**src/rtl/systolic_fp_pe.sv**
```systemverilog
`default_nettype none
// ============================================================================
// Module   : systolic_fp_pe
// Purpose  : Output-stationary systolic floating-point cell. It forwards its
//            operands to the neighbouring cells and accumulates a*b through a
//            two-stage multiply/add pipeline. The sum is drained on request.
// Revision : 1.0 - initial release
// ============================================================================
module systolic_fp_pe #(
    parameter int EXP_W = 8,
    parameter int MAN_W = 23
) (
    input  logic                   clk,
    input  logic                   rst_n,
    input  logic                   clr,
    input  logic                   in_valid,
    input  logic [EXP_W+MAN_W:0]   a_in,
    input  logic [EXP_W+MAN_W:0]   b_in,
    input  logic                   drain,
    output logic [EXP_W+MAN_W:0]   a_out,
    output logic [EXP_W+MAN_W:0]   b_out,
    output logic                   out_valid,
    output logic [EXP_W+MAN_W:0]   acc_out,
    output logic                   acc_valid
);

    localparam int c_w   = 1 + EXP_W + MAN_W;
    localparam int c_pw  = 2 * (MAN_W + 1);
    localparam int c_lzw = $clog2(MAN_W + 2);
    localparam int c_xw  = EXP_W + c_lzw + 2;
    localparam logic [EXP_W-1:0] c_exp_ones = {EXP_W{1'b1}};
    localparam logic [EXP_W+1:0] c_bias     = (EXP_W+2)'((1 << (EXP_W - 1)) - 1);
    localparam logic [c_w-1:0]   c_nan      = {1'b0, c_exp_ones, 1'b1, {(MAN_W-1){1'b0}}};

    // ------------------------------------------------------------------
    // Pipeline registers
    // ------------------------------------------------------------------
    logic [c_w-1:0] r_a_out;
    logic [c_w-1:0] r_b_out;
    logic           r_out_valid;
    logic           r_p_valid;
    logic           r_p_drain;
    logic [c_w-1:0] r_prod;
    logic [c_w-1:0] r_acc;
    logic [c_w-1:0] r_acc_out;
    logic           r_acc_valid;

    // ------------------------------------------------------------------
    // Stage 1: multiplier
    // ------------------------------------------------------------------
    logic             w_sa, w_sb;
    logic [EXP_W-1:0] w_ea, w_eb;
    logic [MAN_W-1:0] w_ma, w_mb;
    logic [c_pw-1:0]  w_prod_man;
    logic [EXP_W+1:0] w_mexp;
    logic [MAN_W-1:0] w_mman;
    logic [c_w-1:0]   w_mul;

    assign {w_sa, w_ea, w_ma} = a_in;
    assign {w_sb, w_eb, w_mb} = b_in;
    assign w_prod_man = {1'b1, w_ma} * {1'b1, w_mb};

    always_comb begin
        w_mul  = '0;
        w_mexp = {2'b00, w_ea} + {2'b00, w_eb} - c_bias
               + {{(EXP_W+1){1'b0}}, w_prod_man[c_pw-1]};
        w_mman = w_prod_man[c_pw-1] ? w_prod_man[c_pw-2 -: MAN_W]
                                    : w_prod_man[c_pw-3 -: MAN_W];
        if (&w_ea || &w_eb) begin
            // inf times zero has no meaningful sign or magnitude
            if (w_ea == '0 || w_eb == '0)
                w_mul = c_nan;
            else
                w_mul = {w_sa ^ w_sb, c_exp_ones, {MAN_W{1'b0}}};
        end else if (w_ea == '0 || w_eb == '0) begin
            w_mul = '0;
        end else if (w_mexp[EXP_W+1] || w_mexp == '0) begin
            w_mul = '0;
        end else if (w_mexp[EXP_W:0] >= {1'b0, c_exp_ones}) begin
            w_mul = {w_sa ^ w_sb, c_exp_ones, {MAN_W{1'b0}}};
        end else begin
            w_mul = {w_sa ^ w_sb, w_mexp[EXP_W-1:0], w_mman};
        end
    end

    // ------------------------------------------------------------------
    // Stage 2: accumulator adder (x = accumulator, y = product)
    // ------------------------------------------------------------------
    logic             w_xs, w_ys;
    logic [EXP_W-1:0] w_xe, w_ye;
    logic [MAN_W-1:0] w_xm, w_ym;
    logic             w_x_nan, w_y_nan, w_x_inf, w_y_inf;
    logic             w_swap, w_bs;
    logic [EXP_W-1:0] w_be, w_se;
    logic [MAN_W:0]   w_bm, w_sm;
    logic [MAN_W+1:0] w_add;
    logic [MAN_W:0]   w_diff;
    logic [MAN_W:0]   w_norm;
    logic [c_lzw-1:0] w_lz;
    logic [c_xw-1:0]  w_re;
    logic [c_w-1:0]   w_sum;
    logic [c_w-1:0]   w_acc_next;
    logic             w_unused;

    assign {w_xs, w_xe, w_xm} = r_acc;
    assign {w_ys, w_ye, w_ym} = r_prod;
    assign w_x_inf = (&w_xe) && (w_xm == '0);
    assign w_y_inf = (&w_ye) && (w_ym == '0);
    assign w_x_nan = (&w_xe) && (w_xm != '0);
    assign w_y_nan = (&w_ye) && (w_ym != '0);

    always_comb begin
        w_swap = {w_ye, w_ym} > {w_xe, w_xm};
        w_bs   = w_swap ? w_ys : w_xs;
        w_be   = w_swap ? w_ye : w_xe;
        w_se   = w_swap ? w_xe : w_ye;
        w_bm   = {1'b1, (w_swap ? w_ym : w_xm)};
        w_sm   = {1'b1, (w_swap ? w_xm : w_ym)} >> (w_be - w_se);
        w_add  = {1'b0, w_bm} + {1'b0, w_sm};
        w_diff = w_bm - w_sm;
        w_lz   = '0;
        for (int i = 0; i <= MAN_W; i++) begin
            if (w_diff[i])
                w_lz = c_lzw'(MAN_W - i);
        end
        w_norm = w_diff << w_lz;
        w_re   = '0;
        w_sum  = '0;

        if (w_x_nan || w_y_nan || (w_x_inf && w_y_inf && (w_xs != w_ys))) begin
            w_sum = c_nan;
        end else if (w_x_inf) begin
            w_sum = r_acc;
        end else if (w_y_inf) begin
            w_sum = r_prod;
        end else if (w_xe == '0) begin
            w_sum = (w_ye == '0) ? '0 : r_prod;
        end else if (w_ye == '0) begin
            w_sum = r_acc;
        end else if (w_xs == w_ys) begin
            w_re = c_xw'(w_be) + c_xw'(w_add[MAN_W+1]);
            if (w_re >= c_xw'(c_exp_ones))
                w_sum = {w_bs, c_exp_ones, {MAN_W{1'b0}}};
            else if (w_add[MAN_W+1])
                w_sum = {w_bs, w_re[EXP_W-1:0], w_add[MAN_W:1]};
            else
                w_sum = {w_bs, w_re[EXP_W-1:0], w_add[MAN_W-1:0]};
        end else begin
            // exact cancellation and underflow both land on +0
            w_re = c_xw'(w_be) - c_xw'(w_lz);
            if (w_diff == '0 || c_xw'(w_lz) >= c_xw'(w_be))
                w_sum = '0;
            else
                w_sum = {w_bs, w_re[EXP_W-1:0], w_norm[MAN_W-1:0]};
        end
    end

    assign w_acc_next = r_p_valid ? w_sum : r_acc;
    assign w_unused   = ^{w_prod_man[MAN_W-1:0], w_norm[MAN_W]};

    // ------------------------------------------------------------------
    // Registers
    // ------------------------------------------------------------------
    always_ff @(posedge clk or negedge rst_n) begin
        if (!rst_n) begin
            r_a_out     <= '0;
            r_b_out     <= '0;
            r_out_valid <= 1'b0;
        end else begin
            r_a_out     <= a_in;
            r_b_out     <= b_in;
            r_out_valid <= in_valid;
        end
    end

    always_ff @(posedge clk or negedge rst_n) begin
        if (!rst_n) begin
            r_p_valid <= 1'b0;
            r_p_drain <= 1'b0;
            r_prod    <= '0;
        end else if (clr) begin
            r_p_valid <= 1'b0;
            r_p_drain <= 1'b0;
        end else begin
            r_p_valid <= in_valid;
            r_p_drain <= drain;
            if (in_valid)
                r_prod <= w_mul;
        end
    end

    // A drain captures the sum including a product arriving alongside it
    always_ff @(posedge clk or negedge rst_n) begin
        if (!rst_n) begin
            r_acc       <= '0;
            r_acc_out   <= '0;
            r_acc_valid <= 1'b0;
        end else if (clr) begin
            r_acc       <= '0;
            r_acc_valid <= 1'b0;
        end else begin
            r_acc_valid <= r_p_drain;
            if (r_p_drain) begin
                r_acc     <= '0;
                r_acc_out <= w_acc_next;
            end else begin
                r_acc     <= w_acc_next;
            end
        end
    end

    assign a_out     = r_a_out;
    assign b_out     = r_b_out;
    assign out_valid = r_out_valid;
    assign acc_out   = r_acc_out;
    assign acc_valid = r_acc_valid;

endmodule
`default_nettype wire

```
**config.mk**
```make
export PLATFORM = sky130hd
export DESIGN_NAME = systolic_fp_pe
export DESIGN_NICKNAME = d
export VERILOG_FILES = /design/src/rtl/systolic_fp_pe.sv
export SDC_FILE = /design/constraint.sdc
export NUM_CORES = 2
export LEC_CHECK = 0
export CORE_MARGIN = 8
export CORE_UTILIZATION = 67
export DETAILED_ROUTE_END_ITERATION = 6
export MAX_ROUTING_LAYER = met4
export PLACE_DENSITY = 0.87
export SLEW_MARGIN = 10
export SYNTH_ARGS = -nofsm -noshare
export SYNTH_HDL_FRONTEND = slang
export SYNTH_SLANG_ARGS = --single-unit
```
**constraint.sdc**
```tcl
create_clock -name clk -period 23.1 [get_ports clk]
set_input_delay 4.62 -clock clk [delete_from_list [all_inputs] [get_ports clk]]
set_output_delay 4.62 -clock clk [all_outputs]
set_load 0.02 [all_outputs]
```
After elaboration in Yosys (flattened, before gate mapping)
Index checks and enable logic that the tools add are counted.
{"block": "word_totals", "wordCells": 107, "reg_bits": 164, "input_bits": 69, "output_inout_bits": 98}
{"block": "op_classes", "order_cmp": 4, "n_eq_ne": 2, "n_shift": 2, "muxes": 51, "bitwise_logic": 2, "multipliers": 1, "n_addsub": 8, "n_reduce_logical": 28}
{"operator": "32-bit two-way mux", "count": 15}
{"operator": "5-bit two-way mux", "count": 24}
{"operator": "23-bit two-way mux", "count": 4}
{"operator": "31-bit two-way mux", "count": 2}
{"operator": "24-bit by 24-bit multiplier with 48-bit output", "count": 1}
{"operator": "23-bit logical NOT", "count": 2}
{"operator": "23-bit nonzero test", "count": 2}
{"operator": "8-bit logical NOT", "count": 4}
{"operator": "8-bit AND reduction", "count": 4}
{"operator": "31-bit > comparator", "count": 1}
{"operator": "24-bit by 24-bit adder with 25-bit output", "count": 1}
{"operator": "24-bit logical NOT", "count": 1}
{"operator": "24-bit by 5-bit left shift with 23-bit output", "count": 1}
{"operator": "24-bit by 8-bit right shift with 24-bit output", "count": 1}
{"operator": "24-bit subtractor", "count": 1}
{"operator": "9-bit by 8-bit >= comparator with 1-bit output, second input constant", "count": 2}
{"operator": "8-bit two-way mux", "count": 2}
{"operator": "10-bit by 1-bit adder with 10-bit output", "count": 1}
{"operator": "10-bit logical NOT", "count": 1}
{"operator": "9-bit by 7-bit subtractor with 10-bit output, second input constant", "count": 1}
{"operator": "8-bit by 1-bit adder with 9-bit output", "count": 1}
{"operator": "8-bit by 8-bit adder with 9-bit output", "count": 1}
{"operator": "5-bit by 8-bit >= comparator with 1-bit output", "count": 1}
{"operator": "8-bit by 5-bit subtractor with 8-bit output", "count": 1}
{"operator": "9 further kinds", "count": 23}

Longest topological paths before layout
{"block": "logic_depth", "word_depth": 41, "ltp_mapped": 61, "ltp_nobuf": 50}

Least setup slack after synthesis
No wires, ideal clock.
{"block": "synth_path", "path_type": "in2reg", "start": "input b_in[9]", "end": "register r_prod[4]", "n_path_buf": 3, "required_time_ps": 23017, "setup_time_ps": 83, "cell_stages": 51, "arrival_ps": 15198, "path_slack_ps": 7820, "cell_sequence": "clkbuf_1 nand2_1 fa_1 inv_1 fa_1 inv_1 fa_1 inv_1 fa_1 inv_1 fa_1 fa_1 inv_1 fa_1 ha_1 a211oi_1 o21ai_0 a211oi_1 (+15 left out) fa_1 a21oi_1 nor2_1 nor2_1 o21bai_1 a21oi_1 o21bai_1 a21oi_1 xnor2_1 nor4_1 o21ai_0 nand2_1 nor4_1 and2_1 clkbuf_1 nand3_1 a2bb2oi_1 o21ai_0"}
{"block": "synth_between", "elab_chain_cells": 7, "elab_cells_between_ends": 10, "cone_classes": "add/sub: 1; mul: 1; order compare: 1; mux: 5; reduce/logical: 2"}
{"element": "start: declaration", "line_no": "18", "rtl": "input logic [EXP_W+MAN_W:0] b_in,"}
{"element": "24-bit by 24-bit multiplier with 48-bit output (*)", "line_no": "61", "rtl": "assign w_prod_man = {1'b1, w_ma} * {1'b1, w_mb};"}
{"element": "10-bit by 1-bit adder with 10-bit output", "line_no": "66", "rtl": "+ {{(EXP_W+1){1'b0}}, w_prod_man[c_pw-1]};"}
{"element": "9-bit by 8-bit >= comparator with 1-bit output / 10-bit logical NOT (equally long branches)", "line_no": "79, 77"}
{"element": "31-bit two-way mux / 1-bit logical OR (equally long branches)", "line_no": "79, 77"}
{"element": "32-bit two-way mux (*)", "line_no": "77", "rtl": "end else if (w_mexp[EXP_W+1] || w_mexp == '0) begin"}
{"element": "32-bit two-way mux (*)", "line_no": "75", "rtl": "end else if (w_ea == '0 || w_eb == '0) begin"}
{"element": "32-bit two-way mux (*)", "line_no": "69", "rtl": "if (&w_ea || &w_eb) begin"}
{"element": "end signal: assignment", "line_no": "188", "rtl": "r_prod <= w_mul;"}
{"element": "end: declaration", "line_no": "43", "rtl": "logic [c_w-1:0] r_prod;"}
Every way passes the cells marked *; elsewhere a longest branch is shown, timed or not.
A chain may end at the register's enable or synchronous reset.

Final worst setup path
{"block": "layout_path", "start": "input b_in[12]", "end": "register r_prod[4]"}
Same word-level chain as after synthesis.

==> reports/metrics.yaml <==
status: "finished, final reports clean"
synth_fa_ha_area_share_pct: 39.6
synth_cell_type_count: 103
tns_ns: 0
hpwl_mm: 80.3
cp.arrival_ns: 18.61
track_usage_pct: 38.7
r2r_slack_ns: 8.18
rr_worst_depth: 44
cts_resized: 0
drc: 0
syn_nets: 4745
crit-reg2reg-launch: "r_acc[23]"
gp_congestion: 1.10
die_x_um: 238
postCtsSetupRepairBufs: 0
max_stage_delay_ns: 1.32
via_count: 29600
maxCapViolations: 0
fin_skew_ns: 0.0290
synth_top_family_by_area: "adder cells"
critPathSlowestCell: "clkdlybuf4s50_1"
cp-end-kind: "flop"
layout.nets: 4778
ys_seq_area_share_pct: 12.4
hp-class: "reg2reg"
syn_inst: 3921
finalCritPeriodShare_pct: 78.7
synth-async-reset-ratio_pct: 100
area_delta_synth_final_pct: 8.28
hold_viol_final: 0
synth_xor_area_share_pct: 2.33
clkTransAtPathRegs_ns: 0.09
r2r_end: "acc_out[20]"
cts_buffer_depth: 2
gr-total-overflow: 0
required_ns: 23.52
start_kind: "input port"
antenna_found_initial: 1
cts.sink_count: 164
fin_crit_ns: 18.19
postCtsHoldBufs: 0
synth-simple-area-share_pct: 18.3
synthTopCellsByArea: "fa_1 29%, dfrtp_1 12%, ha_1 10%"
synth_top_area_share_pct: 29.4
cts_buffers: 17
htree_levels: 4
dp.cells: 4599
path_class: "in2reg"
fin_cells: 4632
startpoint: "b_in[12]"
worst_slew_pin_slew_ns: 1.28
die_y_um: 238
synth_common_cells: "638 x inv_1, 515 x nand2_1, 485 x fa_1"
initial_utilization_pct: 67.6
crit_path_frequent_cell: "fa_1"
synth-main-ff-cell: "dfrtp_1"
grt_start_max_net_pins: 72
pin_count: 167
postRouteAntennaNets: 0
grt_pass1_vias: 30700
endpoint: "r_prod[4]"
cts_tree: "yes"
first_pass_iters: 6
synth_compound_area_share_pct: 13.5
synth_most_common_cell: "inv_1"
clk-insertion-delay-late_ns: 0.51
die_area_um2: 56700
synth_edf_count: 0
slew_viol_final: 0
yosys_register_bits: 164
viasPerCell: 6.39
min_path_cells: 2
grt_pass1_wl_mm: 166
setup_viol: 0
numPortBuffers: 166
drt_iter0_drc: 3706
crit_fanout: 25
clockRootBuffer: "clkbuf_16"
routed_wl_mm: 106
routedWlPerCell_um: 22.8
rsz0062_at_grt: "no"
relSlewSlack_pct: 14.3
core_um2: 48800
yosysTopAreaCell: "fa_1"
fp-row-count: 81
syn_area_per_cell_um2: 8.43
yosysWarnings: 0
syn_area_um2: 33000
drive_above_1_share_pct: 4.66
synth.area.mux_share_pct: 3.86
max_freq_mhz: 55.0
==> registers in the layout, indices dropped and copies added, names as in the netlist <==
signal     count
a_out         32
r_acc         32
r_prod        32
out_valid      1
acc_out       32
acc_valid      1
r_p_valid      1
b_out         32
r_p_drain      1
==> per-layer routing <==
metal  vias up  wire [µm]  GRT usage [%]
li1      12800          -              -
met1     14200      38000           45.0
met2      2027      48200           60.1
met3       554      11600           9.23
met4         0       8090           25.0
met5         -          0              -
==> worst max-delay path: cells and delay by family <==
kind	cells	cell delay, ns
XOR/XNOR	2	0.99
buffers and inverters	8	2.21
AO/OA/AOI/OAI	18	3.46
AND/OR/NAND/NOR	10	2.42
adder cells (fa/ha/maj)	11	4.88
==> area by class of cell <==
cell class                      count  area [µm²]
Multi-Input combinational cell   2903       25700
Fill cell                        3572       13100
Timing Repair Buffer              224        2100
Clock inverter                     15         211
Sequential cell                   164        4100
Clock buffer                       17         425
Inverter                          644        2420
Tap cell                          664         831
Antenna cell                        1        2.50
==> through the flow <==
| stage | hold slack (ns) | cell area, µm² | util (%) | setup WS [ns] |
|---|---|---|---|---|
| 6_report | 0.485 | 35800 | 73.2 | 4.91 |
| 5_1_grt | 0.514 | 35800 | 73.2 | 4.06 |
| 4_1_cts | 0.494 | 35800 | 73.2 | 5.15 |
| 3_5_place_dp | 0.474 | 35100 | 71.9 | 4.65 |
| 3_3_place_gp | 0.460 | 35100 | 71.9 | 5.11 |
| 2_1_floorplan | 0.514 | 33000 | - | 7.82 |
==> worst min path at each step <==
stage | start | to
finish | acc_out[20] | acc_out[20]
CTS | acc_out[20] | acc_out[20]
floorplan | r_prod[31] | r_prod[31]
detailed placement | acc_out[26] | acc_out[26]
global route | acc_out[26] | acc_out[26]
global placement | acc_out[24] | acc_out[24]
==> kinds of logic (layout without fill, tap and decap cells) <==
| logic type | count (synthesis) | after routing |
|---|---|---|
| DFF | 164 | 164 |
| buffers and inverters | 854 | 900 |
| muxes | 118 | 118 |
| xor gates and xnor gates | 88 | 88 |
| other | 0 | 1 |
| adders and majority gates | 755 | 755 |
| AOI/OAI and AO/OA | 681 | 681 |
| and+or+nand+nor | 1261 | 1261 |
==> placed cells by master (no fill, tap or decap), types with 25 or more instances in the layout <==
master / n
a211oi_1: 40
buf_4: 58
dfrtp_1: 164
clkdlybuf4s50_1: 165
nor3_1: 46
nand3_1: 78
fa_1: 485
a21oi_1: 195
a21o_1: 39
nor2_1: 213
inv_1: 638
and2_1: 233
o21ai_0: 120
a31oi_1: 34
nand2b_1: 28
nor4_1: 25
ha_1: 270
o211ai_1: 27
nand2_1: 515
mux2_2: 38
mux2i_1: 73
xnor2_1: 62
Power is not shown: default switching activity piles up to over one toggle a cycle in this logic, so the estimate is an artifact.
